File: config.mk
export PLATFORM = sky130hd
export DESIGN_NAME = serial_tx_unit
export DESIGN_NICKNAME = d
export VERILOG_FILES = /design/src/rtl/serial_tx_unit_pkg.sv /design/src/rtl/serial_tx_unit_tx_arbiter.sv /design/src/rtl/serial_tx_unit.sv
export SDC_FILE = /design/constraint.sdc
export NUM_CORES = 1
export LEC_CHECK = 0
export BUFFER_PORTS_ARGS = -buffer_cell sky130_fd_sc_hd__buf_2
export CAP_MARGIN = 20
export CORE_MARGIN = 8
export CORE_UTILIZATION = 32
export CTS_CLUSTER_DIAMETER = 60
export DETAILED_ROUTE_END_ITERATION = 16
export PLACE_DENSITY = 0.7
export SYNTH_ARGS = -nofsm -noshare
export SYNTH_HDL_FRONTEND = slang
export SYNTH_SLANG_ARGS = --single-unit
File: constraint.sdc
create_clock -name clk -period 1.5 [get_ports clk]
set_input_delay 0.375 -clock clk [delete_from_list [all_inputs] [get_ports clk]]
set_output_delay 0.375 -clock clk [all_outputs]
set_load 0.02 [all_outputs]
File: src/rtl/serial_tx_unit_pkg.sv
// Shared definitions for the 2-bit serial bus transmitter: command layout,
// line symbols and serializer state encodings.
package serial_tx_unit_pkg;

    localparam int NSHIFT_DEF      = 2;
    localparam int TX_CMD_BITS_DEF = 2;
    localparam int LONG_BIT        = 1;

    // Start symbol is all ones on the pins, idle is all zeros.
    localparam logic START_BIT = 1'b1;
    localparam logic IDLE_BIT  = 1'b0;

    typedef enum logic [1:0] {
        ST_IDLE    = 2'd0,
        ST_START   = 2'd1,
        ST_CMD     = 2'd2,
        ST_PAYLOAD = 2'd3
    } tx_state_e;

endpackage

File: src/rtl/serial_tx_unit_tx_arbiter.sv
// Scheduler/prefetch grant logic and the outstanding-reply flag that blocks
// new transactions until the RX side reports the reply.
module tx_arbiter
    import serial_tx_unit_pkg::*;
(
    input  logic clk,
    input  logic reset,
    input  logic bus_idle,
    input  logic sched_cmd_valid,
    input  logic sched_reply_wanted,
    input  logic sched_reserve,
    input  logic pf_cmd_valid,
    input  logic reply_received,
    output logic grant_sched,
    output logic grant_pf,
    output logic reply_pending
);

    logic reply_pending_r;
    logic want_reply_s;

    // Fixed priority: scheduler first, prefetch only when the bus is not reserved.
    always_comb begin
        grant_sched = 1'b0;
        grant_pf    = 1'b0;
        if (bus_idle && !reply_pending_r && !reset) begin
            if (sched_cmd_valid) begin
                grant_sched = 1'b1;
            end else if (pf_cmd_valid && !sched_reserve) begin
                grant_pf = 1'b1;
            end else begin
                grant_sched = 1'b0;
                grant_pf    = 1'b0;
            end
        end else begin
            grant_sched = 1'b0;
            grant_pf    = 1'b0;
        end
    end

    // Prefetch reads always expect a reply.
    always_comb begin
        want_reply_s = (grant_sched && sched_reply_wanted) || grant_pf;
    end

    // Reply flag: set by a reply-wanted grant, cleared by the RX completion pulse.
    always_ff @(posedge clk or posedge reset) begin
        if (reset) begin
            reply_pending_r <= 1'b0;
        end else if (want_reply_s) begin
            reply_pending_r <= 1'b1;
        end else if (reply_received) begin
            reply_pending_r <= 1'b0;
        end else begin
            reply_pending_r <= reply_pending_r;
        end
    end

    assign reply_pending = reply_pending_r;

endmodule

File: src/rtl/serial_tx_unit.sv
// Transmit end of the 2-bit serial bus: arbitrates scheduler and prefetch
// requests and serializes start, command and payload symbols onto tx_pins.
module serial_tx_unit
    import serial_tx_unit_pkg::*;
#(
    parameter int NSHIFT         = NSHIFT_DEF,
    parameter int PAYLOAD_CYCLES = 8,
    parameter int TX_CMD_BITS    = TX_CMD_BITS_DEF
) (
    input  logic                              clk,
    input  logic                              reset,
    input  logic                              sched_cmd_valid,
    input  logic [TX_CMD_BITS-1:0]            sched_cmd,
    input  logic                              sched_reply_wanted,
    input  logic                              sched_reserve,
    input  logic [NSHIFT-1:0]                 sched_data,
    output logic                              sched_started,
    input  logic                              pf_cmd_valid,
    input  logic [TX_CMD_BITS-1:0]            pf_cmd,
    input  logic [NSHIFT-1:0]                 pf_data,
    output logic                              pf_started,
    output logic                              tx_active,
    output logic                              tx_owner,
    output logic                              tx_data_next,
    output logic [$clog2(PAYLOAD_CYCLES):0]   tx_counter,
    output logic                              tx_done,
    output logic                              reply_pending,
    input  logic                              reply_received,
    output logic [NSHIFT-1:0]                 tx_pins
);

    localparam int CW = $clog2(PAYLOAD_CYCLES) + 1;

    tx_state_e              state_r;
    logic [TX_CMD_BITS-1:0] cmd_r;
    logic                   owner_r;
    logic [CW-1:0]          counter_r;
    logic [CW-1:0]          last_idx_s;
    logic                   grant_sched_s;
    logic                   grant_pf_s;

    tx_arbiter u_arbiter (
        .clk                (clk),
        .reset              (reset),
        .bus_idle           (state_r == ST_IDLE),
        .sched_cmd_valid    (sched_cmd_valid),
        .sched_reply_wanted (sched_reply_wanted),
        .sched_reserve      (sched_reserve),
        .pf_cmd_valid       (pf_cmd_valid),
        .reply_received     (reply_received),
        .grant_sched        (grant_sched_s),
        .grant_pf           (grant_pf_s),
        .reply_pending      (reply_pending)
    );

    assign sched_started = grant_sched_s;
    assign pf_started    = grant_pf_s;

    // Long commands carry two payload blocks.
    always_comb begin
        if (cmd_r[LONG_BIT]) begin
            last_idx_s = CW'(2 * PAYLOAD_CYCLES - 1);
        end else begin
            last_idx_s = CW'(PAYLOAD_CYCLES - 1);
        end
    end

    // Serializer FSM: IDLE -> START -> CMD -> PAYLOAD x L -> IDLE.
    always_ff @(posedge clk or posedge reset) begin
        if (reset) begin
            state_r   <= ST_IDLE;
            cmd_r     <= {TX_CMD_BITS{1'b0}};
            owner_r   <= 1'b0;
            counter_r <= {CW{1'b0}};
        end else begin
            case (state_r)
                ST_IDLE: begin
                    if (grant_sched_s || grant_pf_s) begin
                        state_r <= ST_START;
                        cmd_r   <= grant_sched_s ? sched_cmd : pf_cmd;
                        owner_r <= grant_sched_s;
                    end else begin
                        state_r <= ST_IDLE;
                    end
                end
                ST_START: begin
                    state_r <= ST_CMD;
                end
                ST_CMD: begin
                    state_r   <= ST_PAYLOAD;
                    counter_r <= {CW{1'b0}};
                end
                ST_PAYLOAD: begin
                    if (counter_r == last_idx_s) begin
                        state_r   <= ST_IDLE;
                        counter_r <= {CW{1'b0}};
                    end else begin
                        counter_r <= counter_r + CW'(1'b1);
                    end
                end
                default: begin
                    state_r   <= ST_IDLE;
                    counter_r <= {CW{1'b0}};
                end
            endcase
        end
    end

    // Output decode; payload symbols pass straight from the owner's data input.
    always_comb begin
        tx_active    = (state_r != ST_IDLE);
        tx_owner     = owner_r;
        tx_data_next = (state_r == ST_PAYLOAD);
        tx_done      = (state_r == ST_PAYLOAD) && (counter_r == last_idx_s);
        tx_counter   = counter_r;
        case (state_r)
            ST_START:   tx_pins = {NSHIFT{START_BIT}};
            ST_CMD:     tx_pins = NSHIFT'(cmd_r);
            ST_PAYLOAD: tx_pins = owner_r ? sched_data : pf_data;
            default:    tx_pins = {NSHIFT{IDLE_BIT}};
        endcase
    end

endmodule
# After elaboration in Yosys (flattened, before gate mapping)
# Index checks and enable logic that the tools add are counted.
op_classes:
  eq_ne: 5
  n_reduce_logical: 15
  add_sub_neg: 1
  mux: 16
ops:
  columns: ["cell", "count"]
  rows:
  - ["$mux 1", 8]
  - ["$mux 4", 2]
  - ["$pmux 2 s4", 1]
  - ["$pmux 4 s2", 1]
  - ["$mux 2", 3]
  - ["$pmux 2 s3", 1]
  - ["$reduce_bool 2->1", 3]
  - ["$logic_and 1x1->1", 5]
  - ["$add 4x1->4 const B", 1]
  - ["$eq 2x2->1 const B", 2]
  - ["$eq 4x4->1", 1]
  - ["$logic_not 1->1", 3]
  - ["$eq 2x1->1 const B", 1]
  - ["$logic_not 2->1", 1]
  - ["$logic_or 1x1->1", 2]
  - ["$ne 2x1->1 const B", 1]
  - ["$reduce_and 2->1", 1]
word_totals:
  output_inout_bits: 13
  inputBits: 15
  register_bits: 10

# Longest topological paths before layout
# Gate-level depths: netlist (run 1).
depth:
  word_depth: 8
  depth_mapped: 5
  mapped_depth_nobuf: 5

# By module
# Synthesis (run 1) repeated with hierarchy kept, for this count alone.
hier_totals:
  cells_unflattened: 71
  hier_area_um2: 615.6
modules_own_cells:
  columns: ["module", "area_each_um2", "seq_area_each_um2", "n_inst", "cells_per_inst"]
  rows:
  - ["serial_tx_unit", 545.5, 225.2, 1, 64]
  - ["tx_arbiter", 70.1, 25.0, 1, 7]

# Worst setup path after synthesis (run 1)
# OpenSTA, ideal clock, no wires.
synth_path:
  path_kind: "input-to-output"
  start: "input port reset"
  end: "output port pf_started"
  path_stages: 3
  slack_ns: -0.226
  n_path_buf: 0
  t_arrival_ns: 1.351
  cell_sequence: "inv_1 > nand3_1 > nor3b_1"
synth_via:
  elab_chain_len: 3
synth_lines:
  columns: ["element", "line_no", "rtl"]
  rows:
  - ["start: declaration", "serial_tx_unit.sv:11", "input logic reset,"]
  - ["$logic_not 1->1", "serial_tx_unit_tx_arbiter.sv:26", "if (bus_idle && !reply_pending_r && !reset) begin"]
  - ["$logic_and 1x1->1", "serial_tx_unit_tx_arbiter.sv:26", null]
  - ["$mux 1", "serial_tx_unit_tx_arbiter.sv:26", null]
  - ["end: declaration", "serial_tx_unit.sv:21", "output logic pf_started,"]
# Every way passes these cells.

# Final worst setup path (run 1)
layout_path:
  start: "register state_r[1]"
  end: "output port sched_started"
layout_via:
  elab_chain_len: 4
layout_lines:
  columns: ["element", "line_no", "rtl"]
  rows:
  - ["start: declaration", "serial_tx_unit.sv:34", "tx_state_e state_r;"]
  - ["start signal: assignment", "serial_tx_unit.sv:71", "state_r <= ST_IDLE;"]
  - ["start signal: assignment", "serial_tx_unit.sv:79", "state_r <= ST_START;"]
  - ["start signal: assignment", "serial_tx_unit.sv:83", "state_r <= ST_IDLE;"]
  - ["$logic_not 2->1", "serial_tx_unit.sv:45", ".bus_idle (state_r == ST_IDLE),"]
  - ["$logic_and 1x1->1 (2 in series)", "serial_tx_unit_tx_arbiter.sv:26", null]
  - ["$mux 1", "serial_tx_unit_tx_arbiter.sv:26", null]
  - ["end: declaration", "serial_tx_unit.sv:17", "output logic sched_started,"]
# Every way passes these cells.

==> reports/summary.md, run 1 <==
The post-synthesis cell count is 68, and the boundary pin count is 28. The TritonCTS buffer count was 3; the buffer levels on the longest clock path was 2. The floorplan has 16 rows. The full die area was 3590 µm²; the wire length of the first global-routing pass was 2.97 mm.

The count of nets left with antenna violations once routing finished came out at 0. The final reports fail on setup timing. For this run, the top clock speed supported by timing is 577 MHz. After the first detailed-routing iteration, the DRC count stood at 8. Detailed placement finished with a half-perimeter wire length of 1.41 mm.

The count of cell types in the netlist is 23, and the pin count of the biggest net entering global routing is 11. CTS clock-pin slew for the worst setup and hold paths: 0.06 ns. The static power due to leakage was 0.000522 µW. In this run, post-CTS hold repair placed 0 buffers. The number of sinks handled by clock tree synthesis came out at 10. STA classifies the critical path startpoint as a flip-flop.

The logs give 1 for the total number of H-tree levels and 1.94 mm for the total length of routed wires. The total global routing overflow was 0; the total core area was 1880 µm². The library cells used most frequently in the layout, excluding fill and tap cells, are sky130_fd_sc_hd__buf_2 (20), sky130_fd_sc_hd__buf_4 (19), sky130_fd_sc_hd__nand2_1 (8), sky130_fd_sc_hd__dfrtp_1 (8). The share of the clock period used by the worst path works out to 1.15. Clock skew on the completed layout was measured at 0.00546 ns.

After synthesis, the mean cell area works out to 9.07 µm². The tools report the fraction of the yosys area taken by sequential cells as 0.406. Summing every instance area after synthesis gives 617 µm². Data arrives at the worst endpoint at 1.36 ns.

For the global-route usage over all layers, the log shows 0.109. For the number of global-route vias before repair, the log shows 677. The tools report the normalized max-slew margin as 0.764. The run gives 0 as the number of antenna violations at the first check in global routing.

The count of warnings emitted by yosys is 0, and the final weighted congestion in routability-driven placement is 0.763. The least setup slack across all paths after layout is -0.232 ns, and the die width is 59.9 µm. The number of antenna diodes in the final layout is 0.

The total count of max-transition violations in the final report was 0. For this run, the detailed router's first-pass iteration total came to 4. The critical path class is reg2out.

The share of cells above drive strength 1 works out to 0.649. The clock root buffer master was sky130_fd_sc_hd__clkbuf_4. Number of violations of the max-capacitance limit: 0. The actual slew at the worst max-slew pin is 0.350 ns.

The hold violation count in the final report was 0. The floorplan step set the die height to 59.9 µm. The time the worst path needs with I/O delays and setup was 1.73 ns; the number of setup violations in the final report was 6. The setup TNS came out at -0.987 ns. The run gives 0.863 mV as the worst supply voltage drop on vdd. The flip-flop and latch count after synthesis was 10. The worst hold path belongs to the class in2async. TritonCTS built the clock tree.

In the final routed layout, each cell accounts on average for 13.7 µm. The routed layout has 676 vias. When the netlist entered floorplanning its net count stood at 87. The later pin in the worst-skew pair is clocked with a latency of 0.26 ns. The element type at the critical path end was a primary output. The flow ran to the end, but the final reports show violations. Compared with the post-synthesis result, the final layout area differs by 79.1%.

Leaving out fill and tap cells, the most frequent cell in the layout is sky130_fd_sc_hd__buf_2. For this design the ratio of total power to cell area is 1890 nW/µm². The initial standard-cell utilization of the core was 0.328; the number of buffers inserted by port buffering was 27. The final routed DRC violation total was 0; the ratio of routed vias to standard cells was 4.79. Setup repair after global routing could not meet its margin everywhere. Along the worst path, the maximum fanout reaches 3. In the final design database the tool counted 135 nets. For the worst setup path, the data required time is 1.12 ns. Final hold analysis gives a worst-case slack of 0.171 ns.
## area by class of cell
class	count	area, µm²
Multi-Input combinational cell	51	474
Clock buffer	3	22.5
Sequential cell	10	253
Inverter	6	22.5
Timing Repair Buffer	44	299
Fill cell	183	777
Tap cell	27	33.8
## worst paths after layout
| kind | cells after the start | start | end | slack (ns) |
|---|---|---|---|---|
| worst min register to register | 1 | cmd_r[0] | cmd_r[0] | 0.53 |
| worst min-delay path | 3 | reset | state_r[1] | 0.17 |
| worst max register to register | 5 | cmd_r[1] | state_r[1] | 0.01 |
| min in group clk | 2 | reply_received | u_arbiter.reply_pending | 0.31 |
| worst max-delay path | 5 | state_r[1] | sched_started | -0.23 |
| max in group asynchronous | 3 | reset | tx_counter[3] | 1.18 |
## power breakdown
group	internal [µW]	switching (µW)	leakage (µW)
combinational	762	675	0.000383
clock	92.1	81.0	0.0000138
sequential	368	111	0.000125
total	1220	867	0.000522
## per-layer routing
layer,track usage,wire length (µm)
met4,0.0612,34
met3,0.0323,131
met2,0.185,970
met1,0.116,799
met5,0,0
## per-stage QoR
| step | power [µW] | instance area, µm² | worst slack (ns) | util | instances |
|---|---|---|---|---|---|
| 2_1_floorplan | 1070 | 653 | -0.0318 | - | 68 |
| 3_3_place_gp | 1380 | 871 | -0.0353 | 0.463 | 128 |
| 3_5_place_dp | 1410 | 871 | -0.0871 | 0.463 | 128 |
| 4_1_cts | 1830 | 1000 | -0.252 | 0.533 | 135 |
| 5_1_grt | 2240 | 1100 | -0.306 | 0.587 | 141 |
| 6_report | 2090 | 1100 | -0.232 | 0.587 | 141 |
## worst max-delay path: stages, from the launching register on
cell and delay (ns):
sky130_fd_sc_hd__dfrtp_1 0.41, sky130_fd_sc_hd__inv_2 0.08, sky130_fd_sc_hd__ha_4 0.14, sky130_fd_sc_hd__nor3b_4 0.19, sky130_fd_sc_hd__and2_4 0.17, sky130_fd_sc_hd__buf_6 0.11
## flip-flops by register name, summed over array words and instances (netlist names)
register and flops:
cmd_r 2, state_r 2, tx_counter 4, tx_owner 1, u_arbiter.reply_pending 1
## logic make-up after synthesis
group / Yosys count / synth area share
compound gates: 17 / 0.183
fa+ha+maj: 4 / 0.0811
xor+xnor: 2 / 0.0284
simple gates: 24 / 0.183
flops: 10 / 0.406
buf+inv: 7 / 0.0426
mux: 4 / 0.0771
## synth_stat cells
cell type                    n  area share
sky130_fd_sc_hd__a21o_1      1       0.012
sky130_fd_sc_hd__a22oi_1     2       0.024
sky130_fd_sc_hd__a311oi_1    1       0.014
sky130_fd_sc_hd__a31o_2      1       0.014
sky130_fd_sc_hd__a31oi_1     3       0.030
sky130_fd_sc_hd__and2_1      1       0.010
sky130_fd_sc_hd__clkbuf_1    1      0.0061
sky130_fd_sc_hd__dfrtp_1    10        0.41
sky130_fd_sc_hd__ha_1        4       0.081
sky130_fd_sc_hd__inv_1       6       0.037
sky130_fd_sc_hd__mux2_2      2       0.037
sky130_fd_sc_hd__mux2_4      1       0.024
sky130_fd_sc_hd__mux2i_1     1       0.016
sky130_fd_sc_hd__nand2_1    12       0.073
sky130_fd_sc_hd__nand3_1     2       0.016
sky130_fd_sc_hd__nor2_1      3       0.018
sky130_fd_sc_hd__nor2b_1     4       0.041
sky130_fd_sc_hd__nor3b_1     2       0.024
sky130_fd_sc_hd__o21ai_0     6       0.049
sky130_fd_sc_hd__o22ai_1     1       0.010
sky130_fd_sc_hd__o2bb2ai_1   2       0.028
sky130_fd_sc_hd__xnor2_1     1       0.014
sky130_fd_sc_hd__xor2_1      1       0.014
## what timing repair did
| action | in CTS | in global routing |
|---|---|---|
| gates resized for setup | 22 | 16 |
| pin swaps | 3 | 8 |
| setup buffers | 4 | 6 |
| endpoints found under the hold margin | 0 | 0 |
| setup endpoints to repair | 7 | 7 |
No activity file was read; power rests on OpenSTA's default activity.
==> run 2, diff against run 1 <==
--- a/config.mk
+++ b/config.mk
@@ -14,4 +14,5 @@
 export PLACE_DENSITY = 0.7
 export SYNTH_ARGS = -nofsm -noshare
 export SYNTH_HDL_FRONTEND = slang
+export SYNTH_HIERARCHICAL = 1
 export SYNTH_SLANG_ARGS = --single-unit
==> run 2 against run 1 <==
Effect of this change: the run still ends with setup timing left; critical path depth is the same; largest power group unchanged; worst setup slack lost 0.040 ns; combinational power shrank 4%; via count grew 4.7%.
==> reports/summary.md, run 2 <==
STA classifies the critical path startpoint as a flip-flop. Static timing analysis puts the maximum clock frequency at 564 MHz. Normalized max-slew margin: 0.761. Averaged over all synthesized cells, the footprint is 8.67 µm². The tools report the total number of H-tree levels as 1.

The CTS clock-pin slew for the worst setup and hold paths was 0.07 ns; the row count was 16. Across all register-to-register paths, the minimum setup slack is -0.25 ns. Counting I/O delays and the setup requirement, the final critical path takes 1.77 ns. Count of cell types in the netlist: 23. Entering global routing, the biggest net connects 10 pins. The first global-routing pass estimated 3.06 mm of wire.

Across the VDD grid, the largest voltage drop is 0.967 mV. STA classifies the critical path endpoint as a primary output. The least setup slack across all paths after layout was -0.272 ns; the height of the die was 59.9 µm.

The total count of max-transition violations in the final report was 0. In this run the power density over the cells is 1800 nW/µm². The tools report the number of global-route vias before repair as 745.

STA puts the critical path data required time at 1.12 ns. The clock arrives with 0.00185 ns of skew. The final reports fail on setup timing.

Static power due to leakage: 0.000574 µW. Counting instances in the post-synthesis netlist gives the leading cell types as sky130_fd_sc_hd__nand2_1 (13), sky130_fd_sc_hd__dfrtp_1 (10), sky130_fd_sc_hd__inv_1 (8). The tools report the detailed placement HPWL as 1.42 mm. After floorplanning, the core was sized to cover 1880 µm². TritonCTS buffer count: 3. The tools report the total power as 2080 µW.

The number of nets in the synthesized netlist is 91. The area share of the largest cell type after synthesis was 0.407. The global-route usage over all layers was 0.112. The share of cells above drive strength 1 was 0.615. In the layout the commonest cells are sky130_fd_sc_hd__buf_2 (20), sky130_fd_sc_hd__buf_4 (20), sky130_fd_sc_hd__nand2_1 (10), sky130_fd_sc_hd__dfrtp_1 (9), sky130_fd_sc_hd__buf_6 (6).

The number of antenna violations at the first check in global routing was 0; the count of flip-flops with a built-in enable after synthesis was 0. For this run, the leading register cell type out of synthesis is sky130_fd_sc_hd__dfrtp_1. The hold violation count in the final report came out at 0. For the pin with the worst max-slew slack, the measured transition is 0.357 ns.

The largest fanout on the critical path is 3, and the boundary pin count is 28. The cell depth of the worst flop-to-flop path came out at 12. The tools report the startpoint of the worst setup timing path as state_r[1].

The number of antenna repair diodes was 0; the post-synthesis cell count was 71. The logs give 143 for the count of nets after finishing and 0 for the total global routing overflow. The buffer levels on the longest clock path was 2. Endpoint of the worst-slack reg-to-reg timing path: state_r[0]. The flow ran to the end, but the final reports show violations.

The register with the most flip-flops in the layout has 4 of them. The worst hold path belongs to the class in2async. After the first detailed-routing iteration, the DRC count stood at 21. Cell type with the largest total area after synthesis: sky130_fd_sc_hd__dfrtp_1. Using the TritonRoute via totals, the vias-per-cell ratio works out to 4.75. The most repeated cell in the gate-level netlist after synthesis was sky130_fd_sc_hd__nand2_1. Yosys printed 6 warnings.

The run gives 0 as the count of nets left with antenna violations after detail routing. The share of synthesized registers carrying an async set or reset is 1.00, and the share of the clock period used by the worst path is 1.18. The run gives 1.40 ns as the arrival time of the worst setup path. The logs give 0.26 ns for the worst-skew pair later-pin latency and 0.327 for the initial standard-cell utilization of the core. The floorplan step set the die width to 59.9 µm. After detailed routing, the total wire length is 1.92 mm. Setup repair after global routing could not meet its margin everywhere.

TritonCTS built the clock tree. The post-synthesis to final-layout area growth is 87.8%, and the fraction of the yosys area taken by sequential cells is 0.407. In this run the critical register-to-register path is launched from state_r[0]. The filler cells instantiated in the layout total 171. The tree built by TritonCTS fans out to 10 sinks. Setup violations remaining at the end of the flow were counted as 12. The clock root buffer master is sky130_fd_sc_hd__clkbuf_4.

The routed layout has 708 vias. The logs give 0 for the number of violations of the max-capacitance limit and 0.614 for the post-route core utilization. The floorplan step defined a die boundary enclosing 3580 µm².

Dividing the detail-routed wire length by the instance count gives 12.9 µm. Routability-driven placement finished with a final weighted congestion of 0.771. Ranked by total cell area, the synthesized netlist is headed by sky130_fd_sc_hd__dfrtp_1 (41%), sky130_fd_sc_hd__ha_1 (10%), sky130_fd_sc_hd__nand2_1 (7.9%), sky130_fd_sc_hd__inv_1 (4.9%), sky130_fd_sc_hd__a21oi_1 (4.1%). Critical path class: reg2out. Summing all placed instances gives a cell area of 941 µm². The synthesized design contains 10 register bits.

After routing the design area is 1160 µm². The length of the first detailed-routing pass in iterations was 4. The mapped netlist covers 616 µm². Setup total negative slack on the finished layout was measured at -2.46 ns. Input and output buffers added on the ports amount to 27.

Final routed DRC violation total: 0.
run 2: cell count changes after synthesis, sizes merged, moves of 2 or more:
| cell | delta |
|---|---|
| o2bb2ai | -2 |
| inv | +2 |
| nor3b | -2 |
| a21oi | +5 |
| a22oi | -2 |
| nor2b | -4 |
| o22ai | +2 |
| nor2 | +2 |
run 2: final cells by class:
type                    count  area, µm²  area share
repair buffers             48        343       0.297
flip-flops and latches     10        251       0.218
clock buffers               4       36.3      0.0314
multi-input cells          52        462       0.399
well taps                  27       33.8      0.0292
inverters                   8       30.0      0.0260
run 2: worst max-delay path, cell delays in order (launching register included):
cell and delay, ns:
sky130_fd_sc_hd__dfrtp_2 0.41, sky130_fd_sc_hd__inv_2 0.08, sky130_fd_sc_hd__ha_4 0.13, sky130_fd_sc_hd__nor4b_4 0.17, sky130_fd_sc_hd__and3_4 0.22, sky130_fd_sc_hd__buf_6 0.11
run 2: how the worst max path moves through the flow:
stage                             to  slack, ns
final                     pf_started      -0.27
after global routing        cmd_r[1]      -0.36
after CTS                 pf_started      -0.29
after detailed placement  pf_started      -0.09
after global placement    pf_started      -0.05
after floorplan           pf_started      -0.05
run 2: stage by stage:
step	instances	hold WS [ns]	worst slack [ns]
6_report	149	0.0875	-0.272
5_1_grt	149	0.105	-0.356
4_1_cts	149	0.0940	-0.289
3_5_place_dp	135	0.242	-0.0947
3_3_place_gp	135	0.243	-0.0495
2_1_floorplan	71	0.112	-0.0474
run 2: report_power, final:
part           internal, µW  leakage, µW  switching (µW)
Sequential              361     0.000129            97.6
Combinational           696     0.000424             688
Clock                   147    0.0000210            93.6
Total                  1200     0.000574             879
run 2: layer usage:
metal / wire, µm / up-vias / global-route usage
met5: 0 / - / 0
met4: 17 / 0 / 0.0408
met3: 129 / 2 / 0.0366
met2: 920 / 30 / 0.192
met1: 851 / 324 / 0.123
li1: - / 352 / -
run 2: cells by family (layout without fill, tap and decap cells):
| logic type | after synthesis | after routing | synth area share |
|---|---|---|---|
| and+or+nand+nor | 25 | 25 | 0.191 |
| AOI/OAI and AO/OA | 19 | 19 | 0.195 |
| DFF | 10 | 10 | 0.407 |
| buffers and inverters | 9 | 60 | 0.0549 |
| adders and majority gates | 5 | 5 | 0.102 |
| muxes | 2 | 2 | 0.0366 |
| xor gates and xnor gates | 1 | 1 | 0.0142 |
run 2: repair_timing:
action                     in CTS  in global routing
pin swaps                       5                  3
gates resized for setup        25                  4
setup endpoints to repair      10                 13
setup buffers                   9                  0
hold buffers                    1                  0
hold endpoints to repair        1                  0
